==> config.mk <==
export PLATFORM = sky130hd
export DESIGN_NAME = rf_rx_stream
export DESIGN_NICKNAME = d
export VERILOG_FILES = /design/src/rtl/rf_rx_stream.sv
export SDC_FILE = /design/constraint.sdc
export NUM_CORES = 1
export LEC_CHECK = 0
export CAP_MARGIN = 20
export CORE_UTILIZATION = 57
export CTS_BUF_LIST = sky130_fd_sc_hd__clkbuf_4
export CTS_CLUSTER_DIAMETER = 120
export DETAILED_ROUTE_END_ITERATION = 7
export PLACE_DENSITY = 0.78
export SETUP_SLACK_MARGIN = 0.05
export SLEW_MARGIN = 5
export SYNTH_ARGS = -nofsm -noshare
export SYNTH_HDL_FRONTEND = slang
export SYNTH_SLANG_ARGS = --single-unit
==> constraint.sdc <==
create_clock -name clk -period 2.6 [get_ports clk]
set_input_delay 0.26 -clock clk [delete_from_list [all_inputs] [get_ports clk]]
set_output_delay 0.26 -clock clk [all_outputs]
set_load 0.05 [all_outputs]
==> src/rtl/rf_rx_stream.sv <==
// rf_rx_stream: SPI read-snoop capture, byte packer and word FIFO.
// Optional drop_cnt/frag statistics are enabled by RF_RX_STREAM_STATS_EN.

module rf_rx_stream #(
    parameter int OUT_BYTES = 2,
    parameter int DEPTH     = 16
) (
    input  logic                         clk,
    input  logic                         rst_n,
    input  logic                         cs,
    input  logic                         sck,
    input  logic                         sdo,
    input  logic                         cap_en,
    input  logic                         flush,
    output logic [8*OUT_BYTES-1:0]       m_data,
    output logic [OUT_BYTES-1:0]         m_keep,
    output logic                         m_last,
    output logic                         m_valid,
    input  logic                         m_ready,
    output logic [$clog2(DEPTH+1)-1:0]   level,
    output logic                         full,
    output logic                         empty,
    output logic                         overflow,
    output logic                         frag,
    output logic [7:0]                   drop_cnt
);

    localparam int DW = 8 * OUT_BYTES;
    localparam int AW = $clog2(DEPTH);
    localparam int LW = $clog2(DEPTH + 1);
    localparam int CW = (OUT_BYTES > 1) ? $clog2(OUT_BYTES) : 1;

    typedef struct packed {
        logic [DW-1:0]        data;
        logic [OUT_BYTES-1:0] keep;
        logic                 last;
    } ent_t;

    logic                 sck_q;
    logic                 cs_q;
    logic                 bit_ev;
    logic                 frame_start;
    logic                 frame_end;
    logic                 armed;
    logic [2:0]           bit_cnt;
    logic [6:0]           shreg;
    logic [7:0]           new_byte;
    logic [CW-1:0]        slot_cnt;
    logic                 last_slot;
    logic [DW-1:0]        pack_data;
    logic [DW-1:0]        ins_word;
    logic [OUT_BYTES-1:0] keep_part;
    logic                 pend_vld;
    logic [DW-1:0]        pend_data;
    logic                 push_vld;
    ent_t                 push_ent;

    logic [AW-1:0]        wr_ptr;
    logic [AW-1:0]        rd_ptr;
    ent_t                 mem [DEPTH];
    ent_t                 head;
    logic                 pop;
    logic                 wr_en;
    logic                 drop;

    assign bit_ev      = sck & ~sck_q & ~cs;
    assign frame_start = ~cs & cs_q;
    assign frame_end   = cs & ~cs_q;
    assign new_byte    = {shreg, sdo};
    assign last_slot   = (slot_cnt == CW'(OUT_BYTES - 1));

    // Registered copies of the SPI strobes for edge detection.
    always_ff @(posedge clk or negedge rst_n) begin
        if (!rst_n) begin
            sck_q <= 1'b0;
            cs_q  <= 1'b0;
        end else begin
            sck_q <= sck;
            cs_q  <= cs;
        end
    end

    // Word with the incoming byte dropped into its slot, plus partial keep.
    always_comb begin
        logic [OUT_BYTES-1:0] all_ones;
        all_ones  = '1;
        ins_word  = pack_data;
        ins_word[8*(OUT_BYTES-1-int'(slot_cnt)) +: 8] = new_byte;
        keep_part = ~(all_ones >> slot_cnt);
    end

    // Bit deserialiser, byte packer, pending word and frame delimiting.
    always_ff @(posedge clk or negedge rst_n) begin
        if (!rst_n) begin
            armed     <= 1'b0;
            bit_cnt   <= '0;
            shreg     <= '0;
            slot_cnt  <= '0;
            pack_data <= '0;
            pend_vld  <= 1'b0;
            pend_data <= '0;
            push_vld  <= 1'b0;
            push_ent  <= '0;
        end else if (flush) begin
            armed     <= 1'b0;
            bit_cnt   <= '0;
            shreg     <= '0;
            slot_cnt  <= '0;
            pack_data <= '0;
            pend_vld  <= 1'b0;
            pend_data <= '0;
            push_vld  <= 1'b0;
        end else begin
            push_vld <= 1'b0;
            if (frame_start) begin
                armed     <= cap_en;
                bit_cnt   <= {2'b00, bit_ev};
                shreg     <= {6'b0, sdo & bit_ev};
                slot_cnt  <= '0;
                pack_data <= '0;
                pend_vld  <= 1'b0;
            end else if (frame_end) begin
                if (armed) begin
                    if (pend_vld) begin
                        push_vld      <= 1'b1;
                        push_ent.data <= pend_data;
                        push_ent.keep <= '1;
                        push_ent.last <= 1'b1;
                    end else if (slot_cnt != '0) begin
                        push_vld      <= 1'b1;
                        push_ent.data <= pack_data;
                        push_ent.keep <= keep_part;
                        push_ent.last <= 1'b1;
                    end
                end
                armed     <= 1'b0;
                bit_cnt   <= '0;
                slot_cnt  <= '0;
                pack_data <= '0;
                pend_vld  <= 1'b0;
            end else if (bit_ev) begin
                bit_cnt <= bit_cnt + 3'd1;
                shreg   <= new_byte[6:0];
                if (armed && bit_cnt == 3'd7) begin
                    if (pend_vld) begin
                        push_vld      <= 1'b1;
                        push_ent.data <= pend_data;
                        push_ent.keep <= '1;
                        push_ent.last <= 1'b0;
                    end
                    if (last_slot) begin
                        pend_vld  <= 1'b1;
                        pend_data <= ins_word;
                        slot_cnt  <= '0;
                        pack_data <= '0;
                    end else begin
                        pend_vld  <= 1'b0;
                        slot_cnt  <= slot_cnt + CW'(1);
                        pack_data <= ins_word;
                    end
                end
            end
        end
    end

    assign pop   = ~empty & m_ready;
    assign wr_en = push_vld & (~full | pop);
    assign drop  = push_vld & full & ~pop;

    // FIFO pointers, occupancy and sticky overflow.
    always_ff @(posedge clk or negedge rst_n) begin
        if (!rst_n) begin
            wr_ptr   <= '0;
            rd_ptr   <= '0;
            level    <= '0;
            overflow <= 1'b0;
        end else if (flush) begin
            wr_ptr   <= '0;
            rd_ptr   <= '0;
            level    <= '0;
            overflow <= 1'b0;
        end else begin
            if (wr_en) wr_ptr <= wr_ptr + AW'(1);
            if (pop)   rd_ptr <= rd_ptr + AW'(1);
            if (wr_en && !pop)
                level <= level + LW'(1);
            else if (!wr_en && pop)
                level <= level - LW'(1);
            if (drop) overflow <= 1'b1;
        end
    end

    // FIFO storage, kept reset-free so it maps onto RAM.
    always_ff @(posedge clk) begin
        if (wr_en && !flush) mem[wr_ptr] <= push_ent;
    end

    assign head    = mem[rd_ptr];
    assign empty   = (level == '0);
    assign full    = (level == LW'(DEPTH));
    assign m_valid = ~empty;
    assign m_data  = empty ? '0 : head.data;
    assign m_keep  = empty ? '0 : head.keep;
    assign m_last  = empty ? 1'b0 : head.last;

`ifdef RF_RX_STREAM_STATS_EN
    logic       frag_q;
    logic [7:0] drop_q;

    // Pulse when an armed frame closes on a partial byte.
    always_ff @(posedge clk or negedge rst_n) begin
        if (!rst_n)
            frag_q <= 1'b0;
        else
            frag_q <= ~flush & frame_end & armed & (bit_cnt != 3'd0);
    end

    // Saturating count of words lost to a full FIFO.
    always_ff @(posedge clk or negedge rst_n) begin
        if (!rst_n)
            drop_q <= '0;
        else if (flush)
            drop_q <= '0;
        else if (drop && drop_q != 8'hFF)
            drop_q <= drop_q + 8'd1;
    end

    assign frag     = frag_q;
    assign drop_cnt = drop_q;
`else
    assign frag     = 1'b0;
    assign drop_cnt = 8'd0;
`endif

endmodule

==> qor.yml <==
holdWs_ps: 84.9
skew_ps: 47.9
layout_commonest_cell: "edfxtp_1"
grt_use_total_pct: 23.3
fillCellCount: 1751
fp-row-count: 60
status: "finished with violations"
cpPeakStageDelay_ps: 510
clock_latency_ps: 720
instances_no_fill: 1432
seqPwrFrac_pct: 39.2
ys.warnings.count: 0
ys_types: 53
violations: "setup timing"
critPathLaunchType: "flop"
grt_pass1_wl_mm: 48.8
port_buffers: 35
grt-ovfl-total: 0
drt_iter0_markers: 739
period_needed_ps: 3000
cts_tree: "built"
crit_chain: "buf_12 -> buf_6 -> mux4_2 -> mux2i_1 -> nor2_1 -> a221o_1 -> buf_12"
layout_common_cells: "edfxtp_1, clkbuf_4, mux4_2, dfrtp_1, buf_4"
rsz0062_at_grt: "true"
timing_worst_setup_path_type: "reg2out"
min_to: "sck_q"
drv_cap: 0
worstHoldStart: "sck"
finalHoldViolCount: 0
cts_made_buffers: 95
setup_viol: 19
cp_slowest_cell: "mux4_2"
async_flop_share_pct: 21.0
cp_top_family: "multiplexers"
cp_num_buf_inv: 3
setup_slack_ps: -398
vdd_drop_max_uv: 787
cts.path.max_buffers: 3
worstPathMaxFanout: 5
cts_sinks: 385
fin_nets: 1054
reg2reg_setup_slack_ps: 200
synth_edf_count: 304
cpMostUsedCell: "buf_12"
path_clk_slew_ps: 70
start_util_pct: 58.0
drt-total-wl_mm: 31.1
chipWidth_um: 167
tightest_slew_ps: 1090
preCtsSetupSlack_ps: -30.5
r2r_cells: 5
drive_gt1_share_pct: 38.3
io_pins: 45
grt_pass1_vias: 8771
post-route-period-util_pct: 115
antenna_found_initial: 1
swShare_pct: 31.7
final_max_slew_viol_count: 0
syn_inst: 866
postRouteAntennaNets: 0
globalplace.congestion: 0.808
drc: 0
fmax_mhz: 334
via_per_inst: 5.87
wire_per_inst_um: 21.8
coreArea_um2: 26900
clkPwrFrac_pct: 27.9
area_growth_pct: 18.7
cts_root_buf: "clkbuf_4"
combPwrFrac_pct: 32.8
ys.flop_type: "edfxtp_1"
synth-seq-area-share_pct: 71.6
rr_startpoint: "level[0]"
hold_depth: 1
dp.cells: 1253
arrival_ps: 2740
intPower_w: 0.0117
dieHeight_um: 167
htree_num_levels: 3
syn_area_per_cell_um2: 18.0
relSlewSlack_pct: 26.9
fin_tns_setup_ps: -6530
p_switching_w: 0.00544
p_leak_nw: 6.00
grt_max_degree: 48
p_per_area_nw_per_um2: 927
required_ps: 2340
synth_seq_cells: 385
syn_area_um2: 15600
critPathCaptureType: "output port"
die_area_um2: 28000
dp_hpwl_mm: 18.4
reg2reg_to: "mem[1][13]"
min_path_type: "in2reg"
vias: 8402
dr.pass1.iters: 5
[registers in the layout, summed over array words and instances (netlist names), 3 cells and up]
register,cells
mem,304
push_ent,19
pack_data,16
pend_data,16
shreg,7
level,5
rd_ptr,4
wr_ptr,4
bit_cnt,3
[Yosys cell counts (all sizes together) (2+ instances only)]
cell    number  area share [%]
o211ai       3            0.14
dfrtp       81              13
a221o       19             1.2
inv          8            0.19
and3         2           0.080
nand2       45             1.1
nor2b       11            0.44
and2         3            0.12
a21o         2           0.096
a211oi      17            0.82
xor2         5            0.28
nor2        63             1.5
nor3b        2           0.096
clkbuf      29            0.70
nand2b       6            0.24
buf         28             1.2
or2          4            0.16
a21oi       16            0.51
ha          13             1.0
mux4        76              11
nand4        3            0.12
o21a         2           0.096
mux2        34             2.7
mux2i       38             2.4
nand3        5            0.16
edfxtp     304              59
o21ai       19            0.61
nor3         9            0.29
[cell type report]
type	instances	area, µm²	area share [%]
clock inverters	10	66.3	0.358
well taps	341	427	2.31
inverters	9	33.8	0.183
flip-flops and latches	385	11200	60.3
clock buffers	145	1090	5.88
diodes	1	2.50	0.0135
multi-input cells	423	4300	23.2
repair buffers	118	1420	7.67
[worst max-delay path by stage]
stage	startpoint	endpoint	depth (start not counted)
floorplan	level[2]	mem[12][0]	5
global placement	m_ready	mem[5][11]	5
detailed placement	m_ready	mem[0][14]	5
CTS	rd_ptr[0]	m_data[12]	7
global route	rd_ptr[0]	m_data[10]	7
finish	rd_ptr[0]	m_data[0]	7
[through the flow]
step                cell area (µm²)  util, %  power [W]
finish                        18500     68.9     0.0171
global placement              16800     62.7     0.0117
global route                  18500     68.9     0.0179
floorplan                     15700        -     0.0101
detailed placement            16800     62.7     0.0117
CTS                           18300     68.2     0.0171
[power groups by stage]
stage	clock network [W]	registers, W	logic [W]
floorplan	0	0.00694	0.00315
global placement	0	0.00691	0.00475
detailed placement	0	0.00692	0.00480
CTS	0.00493	0.00672	0.00547
global route	0.00527	0.00673	0.00588
finish	0.00479	0.00673	0.00563
[layer usage]
metal,track usage (%),wire (µm)
met5,0,0
met4,8.14,507
met3,4.92,2020
met2,37.4,15500
met1,31.9,13100
[what timing repair did]
item | CTS | global route
setup buffers | 13 | 3
hold buffers | 1 | 0
resized for setup | 29 | 14
endpoints found under the hold margin | 58 | 0
setup endpoints to repair | 21 | 24
pin swaps | 12 | 4
gates cloned | 2 | 1
[worst register-to-register path, cell delays in order, from the launching register on]
cell     delay [ps]
dfrtp_2         450
or4_4           200
buf_4           140
o211a_1         190
nand2_1         140
nor3_4          860
[logic make-up after synthesis]
family	count (synthesis)	share of synthesized area, %
compound gates	87	4.05
xor+xnor	6	0.337
fa+ha+maj	14	1.17
buf+inv	66	2.11
flops	385	71.6
mux	148	16.1
other cells	1	0.0241
simple gates	159	4.61
Note: power is estimated with default switching activity, not from simulation.
==> variant 1, RTL diff (same flow settings) <==
Add a define of `RF_RX_STREAM_STATS_EN`.
--- a/src/rtl/rf_rx_stream.sv
+++ b/src/rtl/rf_rx_stream.sv
@@ -2,2 +2,4 @@
 // Optional drop_cnt/frag statistics are enabled by RF_RX_STREAM_STATS_EN.
+
+`define RF_RX_STREAM_STATS_EN
 
Behaviour: not the same (a bounded check fails within 4 cycles, from zero or initial values and one cycle with rst_n low).
==> variant 1 against the original RTL <==
  * The flow still finishes with violations (negative setup slack)
  * Synthesized cell count grew 6.9%
  * Sequential cell count grew 9
  * Worst setup slack better by 120 ps
  * Count of clock-buffer cells in the layout fell by 4
  * Design area up 4.5%
  * Register-to-register slack better by 90 ps
  * Sequential power up 3%
  * Synthesized area is 3.8% higher
  * Power is 0.35% higher
  * Hold slack lost 31 ps
  * Clock skew down 7.6 ps
  * Wire length rose by 9.7%
  * Global-route usage increased by 1.5 points
==> variant 1: results (changes against the original RTL) <==
| Metric | Value |
|---|---|
| Status | `complete, but fails checks (unchanged)` |
| Failing checks | `negative setup slack (unchanged)` |
| Proportion of layout cells with a drive suffix above 1 | `0.3826 (about the same)` |
| Internal | `11650 µW (was 11710 µW)` |
| Syn. warnings | `0 (unchanged)` |
| Synth Area in XOR/XNOR | `0.003791 (was 0.003372)` |
| Distinct cells, synth | `54 (was 53)` |
| Crit path max fanout | `3 (was 5)` |
| FILL cells | `1743 (was 1751)` |
| Met1 usage | `0.3281 (was 0.3190)` |
| Register area share after synthesis | `0.7037 (was 0.7159)` |
| Routed wire length | `34.18 mm (was 31.15 mm)` |
| Setup Viol. Count Final | `19 (unchanged)` |
| DR WL met3 | `2.229 mm (was 2.022 mm)` |
| Grt met3 use | `0.04791 (was 0.04916)` |
| Global-route wire length before repair | `52.79 mm (was 48.84 mm)` |
| Iteration-0 DRC Markers | `762 (was 739)` |
| Max IR drop VDD | `0.0007272 V (was 0.0007865 V)` |
| Compound-Gate Fraction of Synth Area | `0.04402 (was 0.04055)` |
| Final Net Count | `1111 (was 1054)` |
| Port Buf Inserts | `44 (was 35)` |
| Largest stage delay, worst path | `520 ps` |
| Largest net degree at the start of global routing | `91 (was 48)` |
| DP HPWL | `18.97 mm (was 18.43 mm)` |
| Rel. slew slack | `0.5307 (was 0.2694)` |
| Routed length on met1 | `13.76 mm (was 13.07 mm)` |
| Post-Synth Adder-Cell Area | `0.01284 (was 0.01172)` |
| Met2 WL post-DR | `17.46 mm (was 15.54 mm)` |
| Area contributors post-synth | `edfxtp_1 56%, dfrtp_1 14%, mux4_2 11%, mux2_2 3.1%, mux2i_1 2.4% (was edfxtp_1 59%, dfrtp_1 13%, mux4_2 11%, mux2i_1 2.4%, mux2_2 1.8%)` |
| CP max stage cell | `mux4_2 (unchanged)` |
| CTS Buf Count | `94 (was 95)` |
| GRT Resource Usage Total | `0.2476 (was 0.2326)` |
| Setup_tns | `-4792 ps (was -6534 ps)` |
| Placed Area | `0.01763 mm² (was 0.01684 mm²)` |
| Placed insts | `1344 (was 1253)` |
| Synth cell count leaders | `304 x edfxtp_1, 90 x dfrtp_1, 76 x mux4_2 (was 304 x edfxtp_1, 81 x dfrtp_1, 76 x mux4_2)` |
| Setup Skew | `40.27 ps (was 47.88 ps)` |
| Leak Pwr | `0.006327 µW (was 0.006000 µW)` |
| DP Worst Slack | `197.2 ps (was -30.55 ps)` |
| Final worst setup slack | `-280.3 ps (was -398.3 ps)` |
| Ys flop type | `edfxtp_1 (unchanged)` |
| Grt met2 use | `0.4111 (was 0.3743)` |
| Worst EP arrival | `2620 ps (was 2740 ps)` |
| Syn Inst Count | `926 (was 866)` |
| CTS max path bufs | `3 (unchanged)` |
| Global placer's final weighted congestion | `0.7743 (was 0.8082)` |
| Initial antenna violation count | `1 (unchanged)` |
| Layout area overhead | `19.59% (was 18.75%)` |
| Vias in the first global route | `9391 (was 8771)` |
| Detailed-route via count | `9065 (was 8402)` |
| Post-synthesis mux area share | `0.1690 (was 0.1610)` |
| Ys async rst share | `0.2284 (was 0.2104)` |
| Finished Layout Cells | `1537 (was 1432)` |
variant 1: power by group through the flow:
stage / combinational (µW) / sequential, µW / clock, µW
floorplan: 2850 / 7100 / 0
global placement: 4380 / 7100 / 0
detailed placement: 4430 / 7110 / 0
CTS: 5000 / 6930 / 5000
global route: 5600 / 6930 / 5340
finish: 5360 / 6920 / 4920
variant 1: area by class of cell:
type	instances	area share
clock inverters	26	0.007181
diodes	1	0.0001294
flip-flops and latches	394	0.5891
repair buffers	120	0.07828
clock buffers	141	0.05473
multi-input cells	461	0.2430
well taps	378	0.02445
inverters	16	0.003105
variant 1: cell families (layout without fill, tap and decap cells):
logic type | count (synthesis) | after routing
flip-flops | 394 | 394
other | 0 | 1
buffers and inverters | 71 | 303
adder cells (fa/ha/maj) | 16 | 16
AND/OR/NAND/NOR | 153 | 153
AO/OA/AOI/OAI | 117 | 117
XOR/XNOR | 7 | 7
multiplexers | 168 | 168
variant 1: path summary, 6_finish.rpt:
check	startpoint	endpoint	slack (ps)	depth (start not counted)
max	rd_ptr[1]	m_data[13]	-280	7
min in group asynchronous	rst_n	armed	150	3
max reg2reg	level[1]	level[3]	290	9
max in group asynchronous	rst_n	rd_ptr[0]	2010	3
min	sck	sck_q	50	1
min reg2reg	pack_data[12]	pack_data[12]	510	2
variant 1: repair_timing:
| action | 4_1_cts | 5_1_grt |
|---|---|---|
| hold endpoints to repair | 90 | 0 |
| pin swaps | 2 | 11 |
| hold buffers | 1 | 0 |
| gates cloned | 2 | 2 |
| setup endpoints to repair | 22 | 20 |
| setup buffers | 13 | 7 |
| resized for setup | 49 | 34 |
variant 1: critical path: cells and delay by family (launching register included):
family | cells | cell delay [ps]
muxes | 2 | 810
DFF | 1 | 460
buffers and inverters | 3 | 450
AOI/OAI and AO/OA | 2 | 200
==> variant 2, RTL diff (config.mk and constraints unchanged) <==
Without the edit above. Put one more register stage on the output `level`, with the module's reset. The value now appears one clock later. The other outputs are not delayed to match.
--- a/src/rtl/rf_rx_stream.sv
+++ b/src/rtl/rf_rx_stream.sv
@@ -37,2 +37,4 @@
     } ent_t;
+
+    logic [$clog2(DEPTH+1)-1:0] level_s0;
 
@@ -174,3 +176,3 @@
             rd_ptr   <= '0;
-            level    <= '0;
+            level_s0 <= '0;
             overflow <= 1'b0;
@@ -179,3 +181,3 @@
             rd_ptr   <= '0;
-            level    <= '0;
+            level_s0 <= '0;
             overflow <= 1'b0;
@@ -185,5 +187,5 @@
             if (wr_en && !pop)
-                level <= level + LW'(1);
+                level_s0 <= level_s0 + LW'(1);
             else if (!wr_en && pop)
-                level <= level - LW'(1);
+                level_s0 <= level_s0 - LW'(1);
             if (drop) overflow <= 1'b1;
@@ -198,4 +200,4 @@
     assign head    = mem[rd_ptr];
-    assign empty   = (level == '0);
-    assign full    = (level == LW'(DEPTH));
+    assign empty   = (level_s0 == '0);
+    assign full    = (level_s0 == LW'(DEPTH));
     assign m_valid = ~empty;
@@ -234,2 +236,10 @@
 
+    always_ff @(posedge clk or negedge rst_n) begin
+        if (!rst_n) begin
+            level <= '0;
+        end else begin
+            level <= level_s0;
+        end
+    end
+
 endmodule
Formal check against the unedited RTL: same outputs for any inputs over 4 cycles, from zero or initial values and one cycle with rst_n low; that may be too few to reach the edited logic, so the function may still have changed.
==> variant 2 against the original RTL <==
  * The flow finishes with violations (design-rule violations, negative setup slack)
  * Sequential power rose by 1%
  * Design area rose by 0.67%
  * Clock power rose by 3%
  * Count of clock-buffer cells in the layout fell by 13
  * Power rose by 3.4%
  * Synthesized area fell by 0.47%
  * Worst setup slack got worse by 51 ps
  * Sequential cell count rose by 5
  * Non-clock buffer count rose by 1
  * Wire length rose by 0.67%
  * Sequential share of layout area rose by 0.24 points
  * Global-route usage barely moved
  * Final cell count fell by 0.98%
  * Maximum frequency fell by 1.7%
  * Critical path type unchanged
  * Critical endpoint is now m_data[9]
==> variant 2: results (changes against the original RTL) <==
| Metric | Value |
|---|---|
| Syn. warnings | `0 (unchanged)` |
| Final worst setup slack | `-449.2 ps (was -398.3 ps)` |
| EDFF count, synth | `304 (unchanged)` |
| Largest net degree at the start of global routing | `53 (was 48)` |
| Port Buf Inserts | `35 (unchanged)` |
| Worst EP arrival | `2790 ps (was 2740 ps)` |
| FILL cells | `1637 (was 1751)` |
| Iteration-0 DRC Markers | `634 (was 739)` |
| Global placer's final weighted congestion | `0.7734 (was 0.8082)` |
| Largest stage delay, worst path | `~500 ps` |
| Status | `complete, but fails checks (unchanged)` |
| Slew @ Worst Pin | `1048 ps (was 1092 ps)` |
| Detailed-route via count | `8385 (was 8402)` |
| Register area share after synthesis | `0.7273 (was 0.7159)` |
| Max IR drop VDD | `0.0004555 V (was 0.0007865 V)` |
| Vias in the first global route | `8741 (was 8771)` |
| Setup Viol. Count Final | `19 (unchanged)` |
| Distinct cells, synth | `55 (was 53)` |
| CTS max path bufs | `3 (unchanged)` |
| Failing checks | `design-rule violations, negative setup slack (was negative setup slack)` |
| HP Class | `input port to flip-flop (unchanged)` |
| Final Net Count | `1030 (was 1054)` |
| Initial antenna violation count | `1 (unchanged)` |
| DP HPWL | `18.27 mm (was 18.43 mm)` |
| DP Worst Slack | `-34.22 ps (was -30.55 ps)` |
| DR pass1 iterations | `7 (was 5)` |
| Proportion of layout cells with a drive suffix above 1 | `0.3745 (was 0.3826)` |
| DR DRC count | `1 (was 0)` |
| Area contributors post-synth | `edfxtp_1 59%, dfrtp_1 14%, mux4_2 11%, mux2_2 1.8%, mux2i_1 1.4% (was edfxtp_1 59%, dfrtp_1 13%, mux4_2 11%, mux2i_1 2.4%, mux2_2 1.8%)` |
| Cell family with most CP delay | `multiplexers (unchanged)` |
| Ys async rst share | `0.2205 (was 0.2104)` |
| Clk slew on worst S/H paths | `70 ps (about the same)` |
| Skew-Pair Late Insertion Delay | `720 ps (about the same)` |
| Setup Skew | `48.53 ps (was 47.88 ps)` |
| CTS H-tree lvls | `3 (unchanged)` |
| GRT Resource Usage Total | `0.2327 (was 0.2326)` |
| Clock Root Buffer | `clkbuf_4 (unchanged)` |
| Routed wire length | `31.35 mm (was 31.15 mm)` |
| Leak Pwr | `0.006494 µW (was 0.006000 µW)` |
| CP max stage cell | `dfrtp_4 (was mux4_2)` |
| Crit path max fanout | `5 (unchanged)` |
| Synth cell count leaders | `304 x edfxtp_1, 86 x dfrtp_1, 76 x mux4_2 (was 304 x edfxtp_1, 81 x dfrtp_1, 76 x mux4_2)` |
| Global-route wire length before repair | `48.84 mm (unchanged)` |
| CTS Buf Count | `95 (unchanged)` |
| Largest regs | `mem (304), push_ent (19) (unchanged)` |
variant 2: worst paths after layout:
path / start / to / slack [ps] / depth (start not counted)
setup / recovery: rd_ptr[0] / m_data[9] / -450 / 8
hold / removal: sck / sck_q / 70 / 1
setup reg to reg: level_s0[0] / mem[4][1] / 150 / 8
hold reg to reg: bit_cnt[1] / bit_cnt[1] / 500 / 2
max in group asynchronous: rst_n / pack_data[11] / 1730 / 3
min in group asynchronous: rst_n / pack_data[4] / 130 / 2
variant 2: timing repair:
action / in CTS / in global routing
gates resized for setup: 24 / 11
hold endpoints to repair: 50 / 0
setup endpoints to repair: 21 / 29
hold buffers: 1 / 0
cloned: 1 / 3
pin swaps: 3 / 14
buffers inserted: 14 / 4
variant 2: cells by family after synthesis:
group / count (synthesis) / synth area share
AO/OA/AOI/OAI: 87 / 0.04203
buffers and inverters: 61 / 0.02049
AND/OR/NAND/NOR: 145 / 0.04332
adder cells (fa/ha/maj): 14 / 0.01178
other: 1 / 0.0002418
flip-flops: 390 / 0.7273
multiplexers: 132 / 0.1514
XOR/XNOR: 6 / 0.003388
variant 2: metrics by stage:
step,TNS [ps],std cells,util,cell area (µm²)
5_1_grt,-9684,1418,0.6951,18630
3_3_place_gp,-69.95,1226,0.6324,16950
4_1_cts,-8575,1407,0.6869,18410
3_5_place_dp,-170.9,1226,0.6324,16950
6_report,-7236,1418,0.6951,18630
2_1_floorplan,-2035,844,-,15560
variant 2: power by group:
part           leakage [µW]  internal [µW]  switching [µW]
Sequential          0.00377           6750            77.5
Combinational       0.00203           2890            3090
Clock              0.000690           2550            2370
variant 2: routing by layer:
metal | track usage | vias up | share of wire
met3 | 0.05323 | 52 | 0.074
met1 | 0.3107 | 4301 | 0.41
met2 | 0.3800 | 325 | 0.50
li1 | - | 3707 | -
met5 | 0 | - | 0
met4 | 0.08172 | 0 | 0.017
variant 2: final cells by class:
cell class / instances / area (µm²) / area share
flip-flops and latches: 390 / 11290 / 0.6059
multi-input cells: 393 / 4110 / 0.2206
clock buffers: 132 / 991.0 / 0.05320
inverters: 9 / 33.78 / 0.001814
clock inverters: 33 / 200.2 / 0.01075
diodes: 1 / 2.502 / 0.0001343
well taps: 341 / 426.7 / 0.02290
repair buffers: 119 / 1577 / 0.08463
